==> src/rtl/bridge_pkg.sv <==
// Shared constants, FSM state type and ASCII-hex helpers for the UART bridge host.
package bridge_pkg;

   localparam logic [7:0] PREAMBLE = 8'h4D;
   localparam logic [7:0] CR       = 8'h0D;
   localparam logic [7:0] LF       = 8'h0A;

   typedef enum logic [1:0] {
      ST_IDLE,
      ST_SEND,
      ST_WAIT_RESP,
      ST_DONE
   } state_t;

   function automatic logic [7:0] hex_encode(input logic [3:0] nib);
      return (nib < 4'd10) ? (8'h30 + {4'h0, nib}) : (8'h37 + {4'h0, nib});
   endfunction

   // Returns {valid, nibble}; only uppercase A-F is accepted.
   function automatic logic [4:0] hex_decode(input logic [7:0] b);
      if (b >= 8'h30 && b <= 8'h39) return {1'b1, b[3:0]};
      if (b >= 8'h41 && b <= 8'h46) return {1'b1, b[3:0] + 4'd9};
      return 5'd0;
   endfunction

endpackage

==> src/rtl/bridge_host_resp_parser.sv <==
// Parses the "M" + 4 hex digits + CR/LF read response; data_valid/err flag the deciding byte.
module bridge_host_resp_parser
   import bridge_pkg::*;
(
   input  logic        clk,
   input  logic        rst_n,
   input  logic        clear,
   input  logic        enable,
   input  logic [7:0]  rx_data,
   input  logic        rx_valid,
   output logic [15:0] data,
   output logic        data_valid,
   output logic        err
);

   logic [2:0]  phase_reg, phase_next;
   logic [15:0] shift_reg, shift_next;
   logic [4:0]  dec;

   always_ff @(posedge clk or negedge rst_n) begin
      if (!rst_n) begin
         phase_reg <= 3'd0;
         shift_reg <= 16'h0000;
      end else begin
         phase_reg <= phase_next;
         shift_reg <= shift_next;
      end
   end

   always_comb begin
      phase_next = phase_reg;
      shift_next = shift_reg;
      data_valid = 1'b0;
      err        = 1'b0;
      dec        = hex_decode(rx_data);
      if (clear) begin
         phase_next = 3'd0;
      end else if (enable && rx_valid) begin
         case (phase_reg)
            3'd0: begin
               // Stray line endings ahead of the preamble are tolerated.
               if (rx_data == PREAMBLE) phase_next = 3'd1;
               else if (rx_data != CR && rx_data != LF) err = 1'b1;
            end
            3'd1, 3'd2, 3'd3, 3'd4: begin
               if (dec[4]) begin
                  shift_next = {shift_reg[11:0], dec[3:0]};
                  phase_next = phase_reg + 3'd1;
               end else begin
                  err = 1'b1;
               end
            end
            default: begin
               if (rx_data == CR || rx_data == LF) data_valid = 1'b1;
               else err = 1'b1;
            end
         endcase
      end
   end

   assign data = shift_reg;

endmodule

==> src/rtl/bridge_host.sv <==
// UART bridge bus initiator: serializes 16-bit reads/writes as ASCII hex and parses read replies.
// Optional read-response timeout enabled by defining BRIDGE_HOST_TIMEOUT_EN.
module bridge_host
   import bridge_pkg::*;
#(
   parameter int          ADDR_WIDTH     = 16,
   parameter int          DATA_WIDTH     = 16,
   parameter int unsigned TIMEOUT_CYCLES = 1000000
) (
   input  logic                  clk,
   input  logic                  rst_n,
   input  logic [ADDR_WIDTH-1:0] addr_i,
   input  logic [DATA_WIDTH-1:0] wdata_i,
   input  logic                  rw_i,
   input  logic                  valid_i,
   output logic                  ready_o,
   output logic [DATA_WIDTH-1:0] rdata_o,
   output logic                  rdata_valid_o,
   output logic                  done_o,
   output logic                  error_o,
   output logic [7:0]            tx_data_o,
   output logic                  tx_valid_o,
   input  logic                  tx_ready_i,
   input  logic [7:0]            rx_data_i,
   input  logic                  rx_valid_i
);

   state_t                  state_reg, state_next;
   logic [ADDR_WIDTH-1:0]   addr_reg;
   logic [DATA_WIDTH-1:0]   wdata_reg;
   logic                    rw_reg;
   logic [3:0]              byte_idx_reg;
   logic [DATA_WIDTH-1:0]   rdata_reg;
   logic                    rdata_valid_reg;
   logic                    error_reg;

   logic                    xfer, last_byte, timeout_hit;
   logic [3:0]              last_idx;
   logic [31:0]             nib_shift;
   logic [7:0]              tx_byte;
   logic [15:0]             p_data;
   logic                    p_valid, p_err;

   assign xfer      = (state_reg == ST_SEND) && tx_ready_i;
   assign last_idx  = rw_reg ? 4'd10 : 4'd6;
   assign last_byte = (byte_idx_reg == last_idx);
   // Address then data nibbles, MSB first, for byte indices 1..8.
   assign nib_shift = {addr_reg, wdata_reg} << {byte_idx_reg - 4'd1, 2'b00};

   always_comb begin
      tx_byte = PREAMBLE;
      if (byte_idx_reg == 4'd0)                tx_byte = PREAMBLE;
      else if (byte_idx_reg == last_idx)        tx_byte = LF;
      else if (byte_idx_reg == last_idx - 4'd1) tx_byte = CR;
      else                                      tx_byte = hex_encode(nib_shift[31:28]);
   end

   bridge_host_resp_parser u_parser (
      .clk        (clk),
      .rst_n      (rst_n),
      .clear      (xfer && last_byte && !rw_reg),
      .enable     (state_reg == ST_WAIT_RESP),
      .rx_data    (rx_data_i),
      .rx_valid   (rx_valid_i),
      .data       (p_data),
      .data_valid (p_valid),
      .err        (p_err)
   );

`ifdef BRIDGE_HOST_TIMEOUT_EN
   localparam logic [31:0] TIMEOUT_LAST = 32'(TIMEOUT_CYCLES - 1);
   logic [31:0] to_cnt_reg;

   always_ff @(posedge clk or negedge rst_n) begin
      if (!rst_n) to_cnt_reg <= 32'd0;
      else if (state_reg != ST_WAIT_RESP || rx_valid_i) to_cnt_reg <= 32'd0;
      else to_cnt_reg <= to_cnt_reg + 32'd1;
   end

   assign timeout_hit = (state_reg == ST_WAIT_RESP) && !rx_valid_i && (to_cnt_reg == TIMEOUT_LAST);
`else
   logic unused_timeout;
   assign unused_timeout = ^TIMEOUT_CYCLES;
   assign timeout_hit    = 1'b0;
`endif

   always_ff @(posedge clk or negedge rst_n) begin
      if (!rst_n) state_reg <= ST_IDLE;
      else        state_reg <= state_next;
   end

   always_comb begin
      state_next = state_reg;
      case (state_reg)
         ST_IDLE:      if (valid_i) state_next = ST_SEND;
         ST_SEND:      if (xfer && last_byte) state_next = rw_reg ? ST_DONE : ST_WAIT_RESP;
         ST_WAIT_RESP: if (p_valid || p_err || timeout_hit) state_next = ST_DONE;
         default:      state_next = ST_IDLE;
      endcase
   end

   always_ff @(posedge clk or negedge rst_n) begin
      if (!rst_n) begin
         addr_reg        <= '0;
         wdata_reg       <= '0;
         rw_reg          <= 1'b0;
         byte_idx_reg    <= 4'd0;
         rdata_reg       <= '0;
         rdata_valid_reg <= 1'b0;
         error_reg       <= 1'b0;
      end else begin
         if (state_reg == ST_IDLE && valid_i) begin
            addr_reg     <= addr_i;
            wdata_reg    <= wdata_i;
            rw_reg       <= rw_i;
            byte_idx_reg <= 4'd0;
         end else if (xfer) begin
            byte_idx_reg <= byte_idx_reg + 4'd1;
         end
         if (state_reg == ST_WAIT_RESP && p_valid) rdata_reg <= p_data;
         rdata_valid_reg <= (state_reg == ST_WAIT_RESP) && p_valid;
         error_reg       <= (state_reg == ST_WAIT_RESP) && !p_valid && (p_err || timeout_hit);
      end
   end

   assign ready_o       = (state_reg == ST_IDLE);
   assign tx_valid_o    = (state_reg == ST_SEND);
   assign tx_data_o     = tx_valid_o ? tx_byte : 8'h00;
   assign done_o        = (state_reg == ST_DONE);
   assign rdata_o       = rdata_reg;
   assign rdata_valid_o = rdata_valid_reg;
   assign error_o       = error_reg;

endmodule

==> config.mk <==
export PLATFORM = sky130hd
export DESIGN_NAME = bridge_host
export DESIGN_NICKNAME = d
export VERILOG_FILES = /design/src/rtl/bridge_pkg.sv /design/src/rtl/bridge_host_resp_parser.sv /design/src/rtl/bridge_host.sv
export SDC_FILE = /design/constraint.sdc
export NUM_CORES = 1
export LEC_CHECK = 0
export CAP_MARGIN = 30
export CORE_ASPECT_RATIO = 0.8
export CORE_MARGIN = 4
export CORE_UTILIZATION = 60
export DETAILED_ROUTE_END_ITERATION = 8
export DONT_BUFFER_PORTS = 1
export PLACE_DENSITY = 0.77
export SYNTH_ARGS = -nofsm -noshare
export SYNTH_HDL_FRONTEND = slang
export SYNTH_SLANG_ARGS = --single-unit
==> constraint.sdc <==
create_clock -name clk -period 5.4 [get_ports clk]
set_input_delay 0.81 -clock clk [delete_from_list [all_inputs] [get_ports clk]]
set_output_delay 0.81 -clock clk [all_outputs]
set_load 0.1 [all_outputs]
==> flow_metrics.env, run 1 <==
export IMPL_post_cts_resized=0
export IMPL_worst_slew_pin_transition_ns=0.9731
export IMPL_crit_chain="inv_1 -> ha_1 -> mux4_2 -> mux2i_1 -> nor2_1 -> inv_1 -> ha_1 -> o22ai_1 -> a31oi_1 -> nor2b_2 -> buf_4"
export IMPL_slowest_stage="dfrtp_1"
export IMPL_start_util=0.6179
export IMPL_slew_violations=0
export IMPL_clk_path_buf_depth=2
export IMPL_drc_errors=0
export IMPL_syn_avg_cell_area_um2=12.77
export IMPL_synth_seq_cells=76
export IMPL_arrival_ns=3.59
export IMPL_ys_types=49
export IMPL_max_cap_viol_count=0
export IMPL_ctsHtreeMaxLevel=3
export IMPL_fmax_mhz=227.3
export IMPL_finClkSkew_ns=0.009856
export IMPL_dp_hpwl_um=5372
export IMPL_ys_seq_area_frac=0.4803
export IMPL_grt_use_total=0.1898
export IMPL_crit_start="byte_idx_reg[0]"
export IMPL_synth_edf_count=0
export IMPL_worstSetupEndpointType="output pin"
export IMPL_routed_wl_um=7197
export IMPL_cp_max_fo=13
export IMPL_path_class="reg2out"
export IMPL_die_area_um2=7972
export IMPL_area_growth_pct=8.152
export IMPL_syn_nets=376
export IMPL_core_area_um2=6409
export IMPL_numClockSinks=76
export IMPL_cp_start_kind="flip-flop"
export IMPL_antenna_left=0
export IMPL_r2r_start="byte_idx_reg[0]"
export IMPL_wl_per_cell_um=17.60
export IMPL_yosysTopAreaCell="dfrtp_1"
export IMPL_period_minus_slack_ns=4.400
export IMPL_numCtsBuffers=9
export IMPL_die_h_um=80.67
export IMPL_period_share=0.8147
export IMPL_vias_per_cell=5.709
export IMPL_synth_cells=310
export IMPL_postLayoutCoreUtil=0.6683
export IMPL_rows=26
export IMPL_antenna_cells=0
export IMPL_crit_path_end="tx_data_o[6]"
export IMPL_synth_ff_type="dfrtp_1"
export IMPL_worst_hold_path_type="in2async"
export IMPL_yosys_warnings=0
export IMPL_ir_drop_v=0.0004489
export IMPL_path_clk_slew_ns=0.09
export IMPL_first_global_vias=2334
export IMPL_via_count=2335
export IMPL_slowest_delay_ns=0.75
export IMPL_layout_drive_gt1_share=0.3415
export IMPL_crit_required_ns=4.59
export IMPL_dr_pass1_iters=4
export IMPL_insertion_delay_ns=0.35
export IMPL_die_x_um=98.83
export IMPL_drtIter0Drc=74
export IMPL_setup_slack_ns=1.000
export IMPL_post_cts_buffers=0
export IMPL_yosysTopAreaCellShare=0.4803
export IMPL_setup_viol=0
export IMPL_grt_max_degree=77
export IMPL_rrSetupSlack_ns=2.83
export IMPL_place_ws_ns=1.343
export IMPL_maxSlewHeadroom=0.3529
export IMPL_hold_buffers=0
export IMPL_finalHoldViolations=0
export IMPL_gp_congestion=0.7985
export IMPL_cts_tree="yes"
export IMPL_antenna_found_initial=0
export IMPL_grt_pass1_wl_um=11670
export IMPL_status="completed"
export IMPL_rsz0062_at_grt="no"
export IMPL_power_density_nw_per_um2=575.9
export IMPL_setup_tns_final_ns=0
export IMPL_nNetsFinal=386
export IMPL_cellLeakagePower_nw=2.001
export IMPL_io_pins=75
export IMPL_clockRootBuffer="clkbuf_8"
export IMPL_r2r_end="u_parser.data[7]"
export IMPL_overflow=0
export IMPL_synth_area_um2=3960
export IMPL_reg2reg_depth=6
export IMPL_io_buffers=0
export IMPL_ys_top_cells_by_area="dfrtp_1, mux2_2, ha_1, mux2_4, mux4_2"
export IMPL_synthArstFlopShare=1.000
[worst min path at each step]
stage	to	cells past startpoint
finish	rdata_o[14]	0
global route	rdata_o[14]	0
CTS	rdata_o[14]	0
detailed placement	wdata_reg[5]	1
global placement	u_parser.data[2]	2
floorplan	u_parser.data[0]	2
[Yosys cell counts (2+ instances only)]
cell type	number
o211ai_1	2
xnor2_1	6
buf_1	4
nand2b_1	2
dfrtp_1	76
a211oi_1	3
nand3_1	6
mux2_2	51
clkbuf_1	2
inv_1	12
a21oi_1	12
nor2_1	15
a21boi_0	2
mux4_2	8
mux2_4	12
and2b_1	2
buf_2	3
xor2_1	3
mux2i_1	8
ha_1	20
a31oi_1	3
nand4_1	2
nor2b_1	3
buf_6	2
nand2_1	17
nor3_1	3
o21ai_0	8
a2bb2oi_1	2
[through the flow]
| stage | std cells | instance area [um2] | hold WS (ns) | total power [mW] |
|---|---|---|---|---|
| floorplan | 310 | 3960 | 0.4640 | 1.836 |
| global placement | 393 | 4101 | 0.4860 | 2.036 |
| detailed placement | 393 | 4101 | 0.4952 | 2.081 |
| CTS | 409 | 4283 | 0.1209 | 2.488 |
| global route | 409 | 4283 | 0.1072 | 2.634 |
| finish | 409 | 4283 | 0.1373 | 2.467 |
[cell usage in the layout (no fill, tap or decap), drive strengths merged, types with 2 or more instances in the layout]
| cell | instances |
|---|---|
| a31oi | 3 |
| a211oi | 3 |
| dfrtp | 76 |
| mux2 | 63 |
| clkinvlp | 2 |
| nand2b | 2 |
| xor2 | 3 |
| clkbuf | 9 |
| nor2b | 3 |
| a21oi | 12 |
| a2bb2oi | 2 |
| inv | 16 |
| o211ai | 3 |
| and2b | 2 |
| or2 | 2 |
| a21boi | 2 |
| xnor2 | 6 |
| ha | 20 |
| nand4 | 2 |
| o21ai | 9 |
| nand2 | 17 |
| mux4 | 8 |
| buf | 11 |
| nor2 | 15 |
| nand3 | 6 |
| mux2i | 8 |
| nor3 | 4 |
[power breakdown]
part           total (mW)  internal, mW  leakage (nW)  switching, mW
combinational        1.18         0.487         0.935          0.690
sequential          0.888         0.741         0.977          0.147
clock               0.401         0.174        0.0886          0.227
total                2.47          1.40          2.00           1.06
[area by class of cell]
class                      instances  area [um2]
timing repair buffer              11       82.58
sequential                        76        1902
multi-input combinational        210        1967
clock buffer                       9       123.9
inverter                          12       45.04
fill                             481        2126
tap                               84       105.1
clock inverter                     7       57.56
[routing by layer]
metal  track usage  wire length [um]
met1        0.2575              3350
met2        0.2869              3318
met3       0.07292               448
met4       0.04911                80
met5             0                 0
[cells by family after synthesis]
logic type / Yosys count / share of synthesized area
multiplexers: 79 / 0.2562
flip-flops: 76 / 0.4803
AND/OR/NAND/NOR: 60 / 0.07615
AO/OA/AOI/OAI: 41 / 0.07489
buffers and inverters: 24 / 0.02843
adder cells (fa/ha/maj): 20 / 0.06319
XOR/XNOR: 9 / 0.01991
other: 1 / 0.0009470
[worst max-delay path, delay by kind of cell, from the launching register on]
kind / cells / cell delay, ns
flip-flops: 1 / 0.75
AND/OR/NAND/NOR: 2 / 0.33
adder cells (fa/ha/maj): 2 / 0.79
multiplexers: 2 / 0.35
buffers and inverters: 3 / 0.62
AO/OA/AOI/OAI: 2 / 0.38
(Power assumes the default switching activity.)
==> run 2, diff against run 1 <==
--- a/config.mk
+++ b/config.mk
@@ -8,10 +8,10 @@
 export CAP_MARGIN = 30
 export CORE_ASPECT_RATIO = 0.8
 export CORE_MARGIN = 4
-export CORE_UTILIZATION = 60
+export CORE_UTILIZATION = 57
 export DETAILED_ROUTE_END_ITERATION = 8
 export DONT_BUFFER_PORTS = 1
-export PLACE_DENSITY = 0.77
+export PLACE_DENSITY = 0.76
 export SYNTH_ARGS = -nofsm -noshare
 export SYNTH_HDL_FRONTEND = slang
 export SYNTH_SLANG_ARGS = --single-unit
==> constraint.sdc (replaced) <==
create_clock -name clk -period 3.9 [get_ports clk]
set_input_delay 0.585 -clock clk [delete_from_list [all_inputs] [get_ports clk]]
set_output_delay 0.585 -clock clk [all_outputs]
set_load 0.1 [all_outputs]
==> run 2 against run 1 <==
Compared with the run above:
- critical endpoint unchanged
- total power grew 49%
- cell area grew 4.0%
- critical path depth is the same
- die area grew 4.8%
- sequential power grew 35%
- routed wire length grew 0.67%
- register-to-register slack lost 1.2 ns
- highest routed layer unchanged
- combinational power grew 52%
- hold slack lost 0.018 ns
- non-clock buffer count grew 2
- core utilization grew 0.94 points
- global-route usage shrank 0.78 points
==> flow_metrics.env, run 2 (synthesized netlist as in run 1, its figures left out) <==
export IMPL_status="completed"
export IMPL_p_seq_frac=0.328
export IMPL_overflow=0
export IMPL_routed_wl_um=7245
export IMPL_drc_errors=0
export IMPL_rows=26
export IMPL_p_clk_frac=0.186
export IMPL_crit_required_ns=3.31
export IMPL_start_util=0.6026
export IMPL_numCtsBuffers=9
export IMPL_setup_slack_ns=0.2267
export IMPL_clockRootBuffer="clkbuf_8"
export IMPL_core_area_um2=6571
export IMPL_reg2reg_depth=8
export IMPL_ir_drop_v=0.0004301
export IMPL_vias_per_cell=5.776
export IMPL_arrival_ns=3.09
export IMPL_die_x_um=101.2
export IMPL_layout_common_cells="dfrtp_1, mux2_2, ha_1"
export IMPL_layout_drive_gt1_share=0.3456
export IMPL_r2r_start="state_reg[1]"
export IMPL_p_sw_frac=0.4095
export IMPL_cellLeakagePower_nw=2.064
export IMPL_finClkSkew_ns=0.01222
export IMPL_dr_pass1_iters=4
export IMPL_io_pins=75
export IMPL_grt_use_total=0.1820
export IMPL_path_class="reg2out"
export IMPL_drtIter0Drc=70
export IMPL_worst_hold_path_type="in2async"
export IMPL_met2_usage=0.2728
export IMPL_hold_slack_ns=0.1192
export IMPL_numClockSinks=76
export IMPL_cp_start_kind="flip-flop"
export IMPL_busiest_layer="met2"
export IMPL_antenna_found_initial=0
export IMPL_die_h_um=82.55
export IMPL_worstSetupEndpointType="output pin"
export IMPL_rsz0062_at_grt="no"
export IMPL_grt_max_degree=77
export IMPL_cp_num_buf_inv=3
export IMPL_mostFrequentLayoutCell="dfrtp_1"
export IMPL_cp_max_fo=9
export IMPL_nNetsFinal=388
export IMPL_insertion_delay_ns=0.35
export IMPL_dp_hpwl_um=5253
export IMPL_area_growth_pct=12.45
export IMPL_antenna_cells=0
export IMPL_r2r_end="state_reg[0]"
export IMPL_grtUsageMet3=0.06045
export IMPL_finalHoldViolations=0
export IMPL_power_density_nw_per_um2=823.7
export IMPL_rrSetupSlack_ns=1.65
export IMPL_io_buffers=0
export IMPL_power_total_mw=3.668
export IMPL_die_area_um2=8353
export IMPL_comb_power_share=0.487
export IMPL_gr_usage_met1=0.2522
export IMPL_post_cts_buffers=0
export IMPL_first_global_vias=2301
export IMPL_placedInstanceArea_um2=4197
export IMPL_period_share=0.9419
export IMPL_maxSlewHeadroom=0.3484
export IMPL_max_cap_viol_count=0
export IMPL_p_sw_mw=1.502
export IMPL_antenna_left=0
export IMPL_setup_viol=0
export IMPL_period_minus_slack_ns=3.673
export IMPL_slowest_stage="ha_1"
export IMPL_place_ws_ns=0.6278
export IMPL_slowest_delay_ns=0.53
export IMPL_intPower_mw=2.166
export IMPL_fmax_mhz=272.2
export IMPL_cts_tree="yes"
export IMPL_post_cts_resized=0
export IMPL_gp_congestion=0.8169
export IMPL_crit_family="adder cells"
export IMPL_via_count=2374
export IMPL_crit_chain="inv_1 -> ha_1 -> mux4_2 -> mux2i_1 -> nor2_1 -> inv_1 -> ha_1 -> o22ai_1 -> a31oi_1 -> nor2b_2 -> buf_12"
export IMPL_grt_pass1_wl_um=11640
export IMPL_slew_violations=0
export IMPL_clk_path_buf_depth=2
export IMPL_post_route_cell_area_um2=4453
export IMPL_worst_slew_pin_transition_ns=0.9798
export IMPL_path_clk_slew_ns=0.08
export IMPL_wl_per_cell_um=17.63
export IMPL_ctsHtreeMaxLevel=3
[run 2: changes by cell type in the layout (fill, tap and decap cells not counted)]
cell,delta
buf_4,-6
clkinvlp_4,-1
buf_12,+7
buf_16,+1
bufinv_16,+2
clkinv_2,-1
[run 2: through the flow]
step           TNS [ns]    util  cells
3_5_place_dp          0  0.6386    394
6_report              0  0.6776    411
2_1_floorplan    -1.426       -    310
5_1_grt               0  0.6776    411
4_1_cts               0  0.6776    411
3_3_place_gp          0  0.6386    394
[run 2: final cells by class]
class,count,area (um2)
Sequential cell,76,1902
Multi-Input combinational cell,210,1967
Inverter,12,45.04
Clock buffer,9,123.9
Fill cell,462,2118
Tap cell,84,105.1
Clock inverter,7,105.1
Timing Repair Buffer,13,205.2
[run 2: power groups by stage]
| stage | registers [mW] | logic, mW | clock network (mW) |
|---|---|---|---|
| floorplan | 1.15 | 1.41 | 0 |
| global placement | 1.21 | 1.71 | 0 |
| detailed placement | 1.21 | 1.77 | 0 |
| CTS | 1.20 | 1.80 | 0.699 |
| global route | 1.23 | 1.93 | 0.737 |
| finish | 1.20 | 1.79 | 0.681 |
[run 2: worst max path at each step]
stage	start	to	slack, ns	depth (start not counted)
finish	byte_idx_reg[1]	tx_data_o[6]	0.23	11
global route	byte_idx_reg[1]	tx_data_o[6]	0.02	11
CTS	byte_idx_reg[1]	tx_data_o[6]	0.22	11
detailed placement	byte_idx_reg[1]	tx_data_o[6]	0.63	11
global placement	byte_idx_reg[1]	tx_data_o[6]	0.76	10
floorplan	byte_idx_reg[0]	tx_data_o[1]	-0.51	12
[run 2: what timing repair did]
action,4_1_cts,5_1_grt
hold buffers,1,0
endpoints found under the hold margin,76,0
endpoints found under the setup margin,0,0
[run 2: worst register-to-register path: cells and delay by family, from the launching register on]
| family | cells | cell delay [ns] |
|---|---|---|
| adders and majority gates | 1 | 0.35 |
| AOI/OAI and AO/OA | 2 | 0.46 |
| muxes | 1 | 0.36 |
| buffers and inverters | 1 | 0.10 |
| and+or+nand+nor | 3 | 0.45 |
| DFF | 1 | 0.43 |
[run 2: layer usage]
metal	share of wire	routed length, um
met5	0	0
met4	0.013	95
met3	0.053	381
met2	0.46	3349
met1	0.47	3417
==> run 3, diff against run 2 <==
--- a/config.mk
+++ b/config.mk
@@ -8,10 +8,10 @@
 export CAP_MARGIN = 30
 export CORE_ASPECT_RATIO = 0.8
 export CORE_MARGIN = 4
-export CORE_UTILIZATION = 57
+export CORE_UTILIZATION = 60
 export DETAILED_ROUTE_END_ITERATION = 8
 export DONT_BUFFER_PORTS = 1
-export PLACE_DENSITY = 0.76
+export PLACE_DENSITY = 0.77
 export SYNTH_ARGS = -nofsm -noshare
 export SYNTH_HDL_FRONTEND = slang
 export SYNTH_SLANG_ARGS = --single-unit
==> constraint.sdc (replaced) <==
create_clock -name clk -period 4.6 [get_ports clk]
set_input_delay 0.69 -clock clk [delete_from_list [all_inputs] [get_ports clk]]
set_output_delay 0.69 -clock clk [all_outputs]
set_load 0.1 [all_outputs]
==> run 3 against run 2 <==
Compared with the run above:
- register-to-register slack better by 0.37 ns
- cell count is 0.49% lower
- via count is 0.63% lower
- total power is 20% lower
- core utilization is 0.70 points lower
- global-route usage is 1.7 points higher
- largest cell class unchanged
- sequential power is 14% lower
- non-clock buffer count is 1 lower
- count of clock-buffer cells in the layout stayed put
- clock skew is 0.0028 ns lower
- combinational power is 21% lower
- hold slack worse by 0.080 ns
==> flow_metrics.env, run 3 (synthesized netlist as in run 1, its figures left out) <==
export IMPL_status="completed"
export IMPL_start_util=0.6179
export IMPL_postLayoutCoreUtil=0.6706
export IMPL_layout_common_cells="dfrtp_1, mux2_2, ha_1"
export IMPL_setup_tns_final_ns=0
export IMPL_vias_per_cell=5.768
export IMPL_p_sw_mw=1.235
export IMPL_worst_hold_path_type="in2async"
export IMPL_overflow=0
export IMPL_p_seq_frac=0.352
export IMPL_arrival_ns=3.14
export IMPL_p_sw_frac=0.4206
export IMPL_comb_power_share=0.482
export IMPL_period_share=0.8324
export IMPL_power_density_nw_per_um2=683.3
export IMPL_antenna_found_initial=0
export IMPL_numCtsBuffers=9
export IMPL_p_clk_frac=0.167
export IMPL_antenna_cells=0
export IMPL_maxSlewHeadroom=0.3545
export IMPL_fin_cells=409
export IMPL_cts_tree="yes"
export IMPL_via_count=2359
export IMPL_mostFrequentLayoutCell="dfrtp_1"
export IMPL_insertion_delay_ns=0.34
export IMPL_area_growth_pct=8.531
export IMPL_power_total_mw=2.937
export IMPL_clockRootBuffer="clkbuf_8"
export IMPL_finClkSkew_ns=0.009372
export IMPL_gp_congestion=0.8228
export IMPL_placedInstanceArea_um2=4109
export IMPL_wl_per_cell_um=18.23
export IMPL_grt_use_total=0.1985
export IMPL_period_minus_slack_ns=3.829
export IMPL_first_global_vias=2359
export IMPL_drtIter0Drc=74
export IMPL_clk_path_buf_depth=2
export IMPL_slew_violations=0
export IMPL_routed_wl_um=7456
export IMPL_rsz0062_at_grt="no"
export IMPL_dp_hpwl_um=5559
export IMPL_max_cap_viol_count=0
export IMPL_setup_viol=0
export IMPL_cp_start_kind="flip-flop"
export IMPL_path_clk_slew_ns=0.08
export IMPL_die_h_um=80.67
export IMPL_reg2reg_depth=9
export IMPL_multi_input_area_um2=1967
export IMPL_drc_errors=0
export IMPL_cp_max_fo=9
export IMPL_post_cts_buffers=0
export IMPL_ir_drop_v=0.0004194
export IMPL_rows=26
export IMPL_finalHoldViolations=0
export IMPL_core_area_um2=6409
export IMPL_layout_drive_gt1_share=0.3415
export IMPL_cellLeakagePower_nw=2.013
export IMPL_path_class="reg2out"
export IMPL_numClockSinks=76
export IMPL_nNetsFinal=387
export IMPL_grt_pass1_wl_um=12160
export IMPL_post_route_cell_area_um2=4298
export IMPL_dr_pass1_iters=4
export IMPL_io_pins=75
export IMPL_intPower_mw=1.701
export IMPL_dp_cells=394
export IMPL_ctsHtreeMaxLevel=3
export IMPL_fmax_mhz=261.2
export IMPL_grt_max_degree=77
export IMPL_worst_slew_pin_transition_ns=0.9706
export IMPL_fill_cells=467
export IMPL_crit_required_ns=3.91
export IMPL_antenna_left=0
export IMPL_post_cts_resized=0
export IMPL_io_buffers=0
export IMPL_worstSetupEndpointType="output pin"
export IMPL_regArea_um2=1902
export IMPL_hold_buffers=0
export IMPL_die_area_um2=7972
export IMPL_die_x_um=98.83
-- run 3: critical path, stage by stage, from the launching register on --
cell	delay (ns)
dfrtp_1	0.42
inv_1	0.10
ha_1	0.52
mux4_2	0.27
mux2i_1	0.07
nor2_1	0.23
inv_1	0.12
ha_1	0.23
o22ai_1	0.27
a31oi_1	0.14
nor2b_2	0.13
buf_4	0.29
-- run 3: area by class of cell --
type / instances / share of cell area
Timing Repair Buffer: 12 / 0.02096
Tap cell: 84 / 0.02445
Clock buffer: 9 / 0.02882
Sequential cell: 76 / 0.4425
Multi-Input combinational cell: 210 / 0.4576
Clock inverter: 6 / 0.01514
Inverter: 12 / 0.01048
-- run 3: path summary, 6_finish.rpt --
kind | slack (ns) | start | endpoint
max | 0.77 | byte_idx_reg[1] | tx_data_o[6]
min | 0.04 | rst_n | rdata_o[5]
max reg2reg | 2.02 | state_reg[1] | state_reg[0]
min reg2reg | 0.51 | wdata_reg[15] | wdata_reg[15]
max in group asynchronous | 4.45 | rst_n | addr_reg[11]
min in group clk | 0.43 | valid_i | byte_idx_reg[3]
-- run 3: power groups by stage --
stage | combinational [mW] | clock (mW) | sequential (mW)
floorplan | 1.18 | 0 | 0.975
global placement | 1.37 | 0 | 1.03
detailed placement | 1.41 | 0 | 1.04
CTS | 1.42 | 0.500 | 1.03
global route | 1.54 | 0.530 | 1.05
finish | 1.41 | 0.490 | 1.03
-- run 3: per-layer routing --
layer,up-vias,GRT usage,share of wire
li1,1132,-,-
met5,-,0,0
met4,0,0.04911,0.0087
met1,1162,0.2719,0.46
met2,60,0.2983,0.46
met3,5,0.07639,0.071
-- run 3: per-stage QoR --
stage                     hold WS (ns)  worst slack (ns)
after detailed placement        0.3961             1.151
after floorplan                 0.3944           0.06168
after global placement          0.3960             1.317
after global routing          0.004430            0.4513
after CTS                      0.01581            0.7659
final                          0.03882            0.7710
